--- src/rtl/mult_share_arbiter_pkg.sv ---
// Shared definitions for the multiplier-sharing arbiter.
//   state_e : FSM states (MUL2 is only entered when MULT_ARB_OPREG_EN is defined)
//   OP_W    : operand width of the shared multiplier
//   PROD_W  : product width returned by the shared multiplier
package mult_share_arbiter_pkg;

  localparam int unsigned OP_W   = 8;
  localparam int unsigned PROD_W = 16;

  typedef enum logic [1:0] {
    IDLE = 2'd0,
    MUL  = 2'd1,
    MUL2 = 2'd2,
    RESP = 2'd3
  } state_e;

endpackage

--- src/rtl/rr_arbiter.sv ---
// Round-robin grant selection (purely combinational).
//   req : request vector, one bit per requester
//   ptr : highest-priority index for this decision
//   gnt : one-hot grant (zero when no request)
//   idx : index of the granted requester (zero when no request)
module rr_arbiter #(
  parameter int unsigned NUM_REQ = 4,
  parameter int unsigned IDW     = $clog2(NUM_REQ)
) (
  input  logic [NUM_REQ-1:0] req,
  input  logic [IDW-1:0]     ptr,
  output logic [NUM_REQ-1:0] gnt,
  output logic [IDW-1:0]     idx
);

  int unsigned w_c;
  logic        w_found;

  // Scan circularly from ptr; the first requester found wins.
  always_comb begin
    gnt     = '0;
    idx     = '0;
    w_found = 1'b0;
    w_c     = 0;
    for (int i = 0; i < NUM_REQ; i++) begin
      w_c = (int'(ptr) + i) % NUM_REQ;
      if (!w_found && req[w_c]) begin
        w_found  = 1'b1;
        gnt[w_c] = 1'b1;
        idx      = IDW'(w_c);
      end
    end
  end

endmodule

--- src/rtl/mult_share_arbiter.sv ---
// Shares one external combinational 8x8 signed multiplier among NUM_REQ requesters.
// A requester is granted round-robin in IDLE, its operands are captured and driven to
// the multiplier, the product is registered and returned with the requester index.
//   clk, rst                  : clock, asynchronous active-high reset
//   req_valid/req_ready       : per-requester operand handshake (ready is one-hot or zero)
//   req_a, req_b              : packed signed operands, requester k at [8k+7:8k]
//   mult_a, mult_b            : operands to the shared multiplier
//   mult_product              : product from the shared multiplier
//   resp_valid/resp_ready     : result handshake
//   resp_id, resp_product     : owner index and signed product
// Build option: define MULT_ARB_OPREG_EN to add a MUL2 state, giving the multiplier a
// two-cycle path (grant to resp_valid latency 3 instead of 2).
module mult_share_arbiter
  import mult_share_arbiter_pkg::*;
#(
  parameter int unsigned NUM_REQ = 4,
  parameter int unsigned IDW     = $clog2(NUM_REQ)
) (
  input  logic                   clk,
  input  logic                   rst,
  input  logic [NUM_REQ-1:0]     req_valid,
  output logic [NUM_REQ-1:0]     req_ready,
  input  logic [8*NUM_REQ-1:0]   req_a,
  input  logic [8*NUM_REQ-1:0]   req_b,
  output logic [OP_W-1:0]        mult_a,
  output logic [OP_W-1:0]        mult_b,
  input  logic [PROD_W-1:0]      mult_product,
  output logic                   resp_valid,
  input  logic                   resp_ready,
  output logic [IDW-1:0]         resp_id,
  output logic [PROD_W-1:0]      resp_product
);

  state_e              r_state;
  logic [IDW-1:0]      r_ptr;
  logic [IDW-1:0]      r_id;
  logic [OP_W-1:0]     r_a;
  logic [OP_W-1:0]     r_b;
  logic [PROD_W-1:0]   r_prod;

  logic [NUM_REQ-1:0]  w_gnt;
  logic [IDW-1:0]      w_idx;
  logic [IDW-1:0]      w_ptr_nxt;
  logic                w_grant;

  rr_arbiter #(
    .NUM_REQ (NUM_REQ),
    .IDW     (IDW)
  ) u_rr_arbiter (
    .req (req_valid),
    .ptr (r_ptr),
    .gnt (w_gnt),
    .idx (w_idx)
  );

  assign w_grant   = (r_state == IDLE) && (|req_valid);
  assign w_ptr_nxt = (r_id == IDW'(NUM_REQ - 1)) ? '0 : r_id + 1'b1;

  assign req_ready    = (r_state == IDLE) ? w_gnt : '0;
  assign mult_a       = r_a;
  assign mult_b       = r_b;
  assign resp_valid   = (r_state == RESP);
  assign resp_id      = r_id;
  assign resp_product = r_prod;

  always_ff @(posedge clk or posedge rst) begin
    if (rst) begin
      r_state <= IDLE;
      r_ptr   <= '0;
      r_id    <= '0;
      r_a     <= '0;
      r_b     <= '0;
      r_prod  <= '0;
    end else begin
      unique case (r_state)
        IDLE: begin
          if (w_grant) begin
            r_id    <= w_idx;
            r_a     <= req_a[int'(w_idx)*OP_W +: OP_W];
            r_b     <= req_b[int'(w_idx)*OP_W +: OP_W];
            r_state <= MUL;
          end
        end
`ifdef MULT_ARB_OPREG_EN
        // Operands have had a full cycle to propagate; sample in MUL2.
        MUL: r_state <= MUL2;
        MUL2: begin
          r_prod  <= mult_product;
          r_state <= RESP;
        end
`else
        MUL: begin
          r_prod  <= mult_product;
          r_state <= RESP;
        end
        MUL2: r_state <= IDLE;
`endif
        RESP: begin
          // Return to IDLE only; the next grant is issued there, never in this cycle.
          if (resp_ready) begin
            r_ptr   <= w_ptr_nxt;
            r_state <= IDLE;
          end
        end
        default: r_state <= IDLE;
      endcase
    end
  end

endmodule

--- config.mk ---
export PLATFORM = sky130hd
export DESIGN_NAME = mult_share_arbiter
export DESIGN_NICKNAME = d
export VERILOG_FILES = /design/src/rtl/mult_share_arbiter_pkg.sv /design/src/rtl/rr_arbiter.sv /design/src/rtl/mult_share_arbiter.sv
export SDC_FILE = /design/constraint.sdc
export NUM_CORES = 1
export LEC_CHECK = 0
export CAP_MARGIN = 10
export CORE_ASPECT_RATIO = 0.8
export CORE_MARGIN = 4
export CORE_UTILIZATION = 43
export CTS_BUF_LIST = sky130_fd_sc_hd__clkbuf_16
export CTS_CLUSTER_DIAMETER = 150
export CTS_CLUSTER_SIZE = 16
export DETAILED_ROUTE_END_ITERATION = 7
export PLACE_DENSITY = 0.82
export SETUP_SLACK_MARGIN = 0.05
export SLEW_MARGIN = 20
export SYNTH_ARGS = -nofsm -noshare
export SYNTH_HDL_FRONTEND = slang
export SYNTH_HIERARCHICAL = 1
export SYNTH_SLANG_ARGS = --single-unit
--- constraint.sdc ---
create_clock -name clk -period 7.7 [get_ports clk]
set_input_delay 1.155 -clock clk [delete_from_list [all_inputs] [get_ports clk]]
set_output_delay 1.155 -clock clk [all_outputs]
set_load 0.02 [all_outputs]
## After elaboration in Yosys (flattened, before gate mapping)

Index checks and enable logic that the tools add are counted.

| word-level totals | value |
|---|---|
| register bits | 38 |
| latch bits | 0 |
| bits in writable memories | 0 |
| ROM bits | 0 |
| output and inout port bits | 39 |
| logic and storage cells | 77 |
| memories | 0 |

| cells by class | value |
|---|---|
| add/subtract/negate cells | 4 |
| $mul | 0 |
| divide/modulo/power cells | 0 |
| order comparisons | 8 |
| eq/ne operators | 6 |
| shift operators | 2 |
| mux-type cells | 32 |
| bitwise gates (word level) | 3 |
| reductions and logical operators | 16 |

Operator list:

| operator | number |
|---|---|
| indexed part select 32 x 6 -> 8 bit | 2 |
| two-way mux 4 bit | 5 |
| two-way mux 2 bit | 7 |
| less-than comparator 2 x 3 -> 1 bit, second input constant | 4 |
| bitwise OR 4 bit | 3 |
| two-way mux 1 bit | 11 |
| binary-select mux 1 bit (select 2 bit) | 4 |
| demux 1 bit (select 2 bit) | 4 |
| >= comparator 2 x 1 -> 1 bit, second input constant | 4 |
| logical AND 1 bit | 8 |
| one-hot mux 2 bit (4 select lines) | 1 |
| == test 2 bit, second input constant | 3 |
| AND reduction 2 bit | 3 |
| adder 2 x 1 -> 2 bit, second input constant | 2 |
| adder 2 bit, second input constant | 2 |
| OR reduction 4 bit | 1 |
| zero test 1 bit | 3 |
| == test 2 x 1 -> 1 bit, second input constant | 1 |
| zero test 2 bit | 1 |
| != test 2 x 1 -> 1 bit, second input constant | 1 |
| != test 2 bit, second input constant | 1 |

## Depth between registers and ports, before layout

| depth | value |
|---|---|
| depth in word-level cells | 13 |
| gate-level depth with buffers | 12 |

## Modules after synthesis

The synthesis kept the hierarchy.

By module, submodules not included:

| module | times used | cells each | area an instance (sq um) | sequential area each (sq um) |
|---|---|---|---|---|
| mult_share_arbiter | 1 | 112 | 1,955.6 | 950.9 |
| rr_arbiter | 1 | 65 | 489.2 | 0.0 |

## Least setup slack after synthesis

Ideal clock, no wire load.

| path | value |
|---|---|
| path kind | input port to output port |
| start | input req_valid[0] |
| end | output req_ready[0] |
| data arrival time | 2.578 ns |
| data required time | 6.545 ns |
| slack | 3.967 ns |
| cell stages on the path | 6 |
| buffers on the path | 1 |
| cells stage by stage | clkbuf_2 -> mux4_2 -> or2_4 -> nor2b_4 -> a221o_2 -> and2_1 |

| on the way | value |
|---|---|
| longest elaborated chain between the ends | 13 |
| elaborated cells on any way between the ends | 25 |
| those cells by class | mux (16); bitwise (3); reduce/logical (6) |

Ends and longest elaborated chain:

| item | line | RTL |
|---|---|---|
| start, declared | mult_share_arbiter.sv:21 | `input logic [NUM_REQ-1:0] req_valid,` |
| binary-select mux 1 bit (select 2 bit) | rr_arbiter.sv:27 | `if (!w_found && req[w_c]) begin` |
| two-way mux 1 bit (implied by the code) | rr_arbiter.sv:27 |  |
| two-way mux 1 bit | rr_arbiter.sv:27 |  |
| zero test 1 bit | rr_arbiter.sv:27 |  |
| logical AND 1 bit | rr_arbiter.sv:27 |  |
| two-way mux 1 bit | rr_arbiter.sv:27 |  |
| zero test 1 bit | rr_arbiter.sv:27 |  |
| logical AND 1 bit | rr_arbiter.sv:27 |  |
| two-way mux 1 bit | rr_arbiter.sv:27 |  |
| zero test 1 bit | rr_arbiter.sv:27 |  |
| logical AND 1 bit | rr_arbiter.sv:27 |  |
| two-way mux 4 bit (*) | rr_arbiter.sv:27 |  |
| via w_gnt[0] | mult_share_arbiter.sv:41 | `logic [NUM_REQ-1:0] w_gnt;` |
| two-way mux 4 bit (*) | mult_share_arbiter.sv:59 | `assign req_ready = (r_state == IDLE) ? w_gnt : '0;` |
| end, declared | mult_share_arbiter.sv:22 | `output logic [NUM_REQ-1:0] req_ready,` |

The timed path passes the listed nets; every way through them passes the cells marked *. The select of a mux whose other input is x is not followed.

## Worst setup path in the final report

| path | value |
|---|---|
| start | input req_valid[1] |
| end | output req_ready[1] |

The elaborated chain is that of the path after synthesis.

==> results_tabular.tex <==
\begin{tabular}{lr}
\hline
Metric & Value \\
\hline
\multicolumn{2}{l}{\textbf{Floorplanning}} \\
\quad Count of pins on the block boundary & 126 \\
\quad Chip width & 92.3 um \\
\quad Placement row count & 24 \\
\quad Core area & 5470 um2 \\
\quad Die extent in y & 75.4 um \\
\quad Full die area & 6960 um2 \\
\quad Starting utilization of the core area & 0.447 \\
\multicolumn{2}{l}{\textbf{Worst setup path}} \\
\quad Critical path origin & req\_valid[1] \\
\quad Critical path startpoint category & input pin \\
\quad R2R Path Start & r\_ptr[0] \\
\quad Required arrival time at the worst endpoint & 6.55 ns \\
\quad Data arrival time of the critical path & 3.72 ns \\
\quad CP Class & input pin to output port \\
\quad Largest driver fanout on the critical path & 12 \\
\quad Kind of end point of the critical path & output port \\
\multicolumn{2}{l}{\textbf{Power and ir drop}} \\
\quad Clock Power Share & 0.159 \\
\quad Internal power summed over all cells & 1.04 mW \\
\quad Peak ir drop on the vdd network & 176 uV \\
\quad Power per Cell Area & 417 nW/um2 \\
\quad Share of power burned in registers & 0.239 \\
\quad Switching Power & 0.583 mW \\
\quad Leak Pwr & 1.55 nW \\
\quad Switching power as a share of total power & 0.359 \\
\quad Combinational share of power & 0.602 \\
\multicolumn{2}{l}{\textbf{Clocking}} \\
\quad Postcts setup bufs & 0 \\
\quad Post-cts repair resize count & 0 \\
\quad Clock Path Buffers & 2 \\
\quad Root buffer cell & clkbuf\_16 \\
\quad Clock sinks & 38 \\
\quad Number of buffers inserted by hold repair at cts & 0 \\
\quad Clock latency on the worst-skew pair & 0.27 ns \\
\quad TritonCTS clock tree & yes \\
\quad Total CTS buffers & 5 \\
\quad CTS H-tree lvls & 2 \\
\quad Clock transition at the register clock pins on the worst setup and hold paths after CTS & 0.05 ns \\
\multicolumn{2}{l}{\textbf{Detailed routing}} \\
\quad Total number of vias & 1955 \\
\quad Routed wirelength normalized by instance count & 15.9 um \\
\quad Total detailed-routing wirelength & 5.97 mm \\
\quad DRT antenna net count & 0 \\
\quad DRT iter0 DRCs & 78 \\
\quad Average vias per placed instance & 5.21 \\
\quad Number of detailed-routing iterations run before antenna repair & 4 \\
\quad DRC violation count after routing & 0 \\
\multicolumn{2}{l}{\textbf{Layout}} \\
\quad Total Nets Final & 389 \\
\quad Combined area of the multi-input logic cells & 1380 um2 \\
\quad Synthesis-to-layout area growth & 59.2\% \\
\quad Antenna fix cells & 0 \\
\quad Final Util & 0.712 \\
\quad Sequential standard cell area & 951 um2 \\
\quad Fraction of final layout cells with drive strength greater than 1 & 0.219 \\
\quad Number of inserted filler cells in the final layout & 384 \\
\multicolumn{2}{l}{\textbf{Global route}} \\
\quad Largest net degree at the start of global routing & 39 \\
\quad Via count of the first global-routing pass & 1897 \\
\quad Antenna violations before repair & 0 \\
\quad GRT Util Overall & 0.171 \\
\quad First-pass GRT wire length & 9.20 mm \\
\quad Grt ovf & 0 \\
\multicolumn{2}{l}{\textbf{STA}} \\
\quad Count of final hold-check violations & 0 \\
\quad Setup TNS after final layout & 0 ns \\
\quad Setup clock skew after layout & 0.00232 ns \\
\quad Worst max-slew margin expressed relative to the limit & 0.307 \\
\quad Clock period minus worst slack & 4.88 ns \\
\quad Final max-slew violation count & 0 \\
\quad Ratio of final minimum period to clock period & 0.633 \\
\quad Unrepaired setup endpoints after global routing & false \\
\quad Setup violations, final & 0 \\
\quad Max Clk Rate & 205 MHz \\
\quad Transition time of the tightest slew-check pin & 1.04 ns \\
\multicolumn{2}{l}{\textbf{Synthesis}} \\
\quad Average size of a mapped cell & 13.8 um2 \\
\quad Post-synthesis net count & 270 \\
\quad Sequential share of the synthesized area & 0.389 \\
\quad Number of distinct library cells after synthesis & 40 \\
\quad Flip-flop and latch count after synthesis & 38 \\
\quad Total standard cell area after synthesis & 2440 um2 \\
\quad Yosys warnings & 6 \\
\quad Mapped Cells & 177 \\
\multicolumn{2}{l}{\textbf{Hold path}} \\
\quad Hold/Removal Path Class & register to register \\
\quad Origin of the worst min-delay path & mult\_a[6] \\
\multicolumn{2}{l}{\textbf{Place}} \\
\quad Detailed placement HPWL & 4.68 mm \\
\quad Final Wtd Congestion & 0.811 \\
\quad Count of port buffers added during placement & 125 \\
\multicolumn{2}{l}{\textbf{Outcome}} \\
\quad Run status & complete, no violations \\
\multicolumn{2}{l}{\textbf{Run}} \\
\quad Max Cap Viol & 0 \\
\hline
\end{tabular}
## cells in the final DEF (no fill, tap or decap), types with 5 or more instances in the layout
cell type,synthesis,final
clkdlybuf4s50_1,0,125
dfrtp_1,38,38
mux2_2,25,25
mux4_2,12,12
nand2_1,11,11
mux2_4,9,9
o21ai_0,8,8
mux4_1,7,7
ha_1,6,6
and2_1,5,5
clkbuf_16,0,5
## registers in the layout, indices dropped and copies added (netlist names)
| register | count |
|---|---|
| resp_product | 16 |
| mult_a | 8 |
| mult_b | 8 |
| r_ptr | 2 |
| r_state | 2 |
| resp_id | 2 |
## metal layers
metal / up-vias / wire [um] / track usage
met5: - / 0 / 0
met4: 0 / 45 / 0.0527
met3: 4 / 608 / 0.0622
met2: 94 / 2980 / 0.296
met1: 939 / 2340 / 0.203
li1: 918 / - / -
## worst max-delay path: stages
cell and delay (ns):
clkdlybuf4s50_1 0.71, nor3b_1 0.23, o21ai_0 0.10, o31ai_1 0.54, a221o_2 0.26, and2_1 0.11, clkdlybuf4s50_1 0.60
## worst paths after layout
path | to | cells past startpoint | slack (ns)
worst min register to register | mult_a[6] | 1 | 0.49
max in group asynchronous | resp_id[1] | 3 | 6.08
worst max-delay path | req_ready[1] | 7 | 2.82
worst max register to register | mult_b[7] | 7 | 3.94
min in group asynchronous | resp_product[6] | 3 | 1.29
worst min-delay path | mult_a[6] | 1 | 0.49
## power by group through the flow
| stage | logic [mW] | clock network (mW) | registers, mW |
|---|---|---|---|
| finish | 0.976 | 0.258 | 0.388 |
| global route | 1.04 | 0.271 | 0.407 |
| CTS | 0.988 | 0.265 | 0.391 |
| detailed placement | 0.984 | 0 | 0.392 |
| global placement | 0.961 | 0 | 0.385 |
| floorplan | 0.588 | 0 | 0.480 |
## synthesized netlist by cell type
library cell | count | area share
mux4_1 | 7 | 0.075
o31ai_1 | 2 | 0.0061
nor4_4 | 1 | 0.0087
buf_12 | 1 | 0.0082
a21oi_1 | 1 | 0.0020
o21ai_0 | 8 | 0.016
nand2b_1 | 3 | 0.0077
a21boi_0 | 1 | 0.0031
nand2_1 | 11 | 0.017
dfrtp_1 | 38 | 0.39
and2_1 | 5 | 0.013
a22o_1 | 1 | 0.0036
o31a_1 | 1 | 0.0036
clkbuf_2 | 3 | 0.0061
a31oi_1 | 2 | 0.0051
buf_6 | 3 | 0.014
a221o_2 | 4 | 0.018
a211oi_1 | 1 | 0.0031
nor3b_1 | 2 | 0.0061
and3b_1 | 2 | 0.0072
mux2_2 | 25 | 0.12
a32o_1 | 1 | 0.0041
mux2i_1 | 2 | 0.0082
nand3_1 | 1 | 0.0020
nor3_1 | 1 | 0.0020
inv_1 | 4 | 0.0061
o21bai_1 | 2 | 0.0061
or2_4 | 1 | 0.0036
nor2b_4 | 1 | 0.0056
mux2_1 | 1 | 0.0046
nor2_1 | 4 | 0.0061
buf_2 | 5 | 0.010
mux2_4 | 9 | 0.055
nor3_4 | 1 | 0.0067
ha_1 | 6 | 0.031
or2_2 | 1 | 0.0026
buf_4 | 1 | 0.0031
mux4_2 | 12 | 0.11
or3_1 | 1 | 0.0026
buf_1 | 1 | 0.0015
## layout make-up
class / instances / share of cell area
inverters: 4 / 0.00386
flip-flops and latches: 38 / 0.244
multi-input cells: 121 / 0.355
clock buffers: 5 / 0.0321
well taps: 78 / 0.0251
repair buffers: 126 / 0.323
clock inverters: 3 / 0.0164
## metrics by stage
stage	power [mW]	setup slack, ns	cell area (um2)	hold slack (ns)	cells
detailed placement	1.38	2.82	3700	0.483	367
finish	1.62	2.82	3890	0.493	375
global placement	1.35	2.91	3700	0.473	367
global route	1.72	2.52	3890	0.513	375
CTS	1.64	2.83	3890	0.500	375
floorplan	1.07	3.97	2440	0.542	177
## cell families (layout without fill, tap and decap cells)
kind of cell	Yosys count	after routing	synth area share
mux	56	56	0.369
compound gates	24	24	0.0716
fa+ha+maj	6	6	0.0307
buf+inv	18	138	0.0491
flops	38	38	0.389
simple gates	35	35	0.0906
Power figures use the tool's default switching activity.
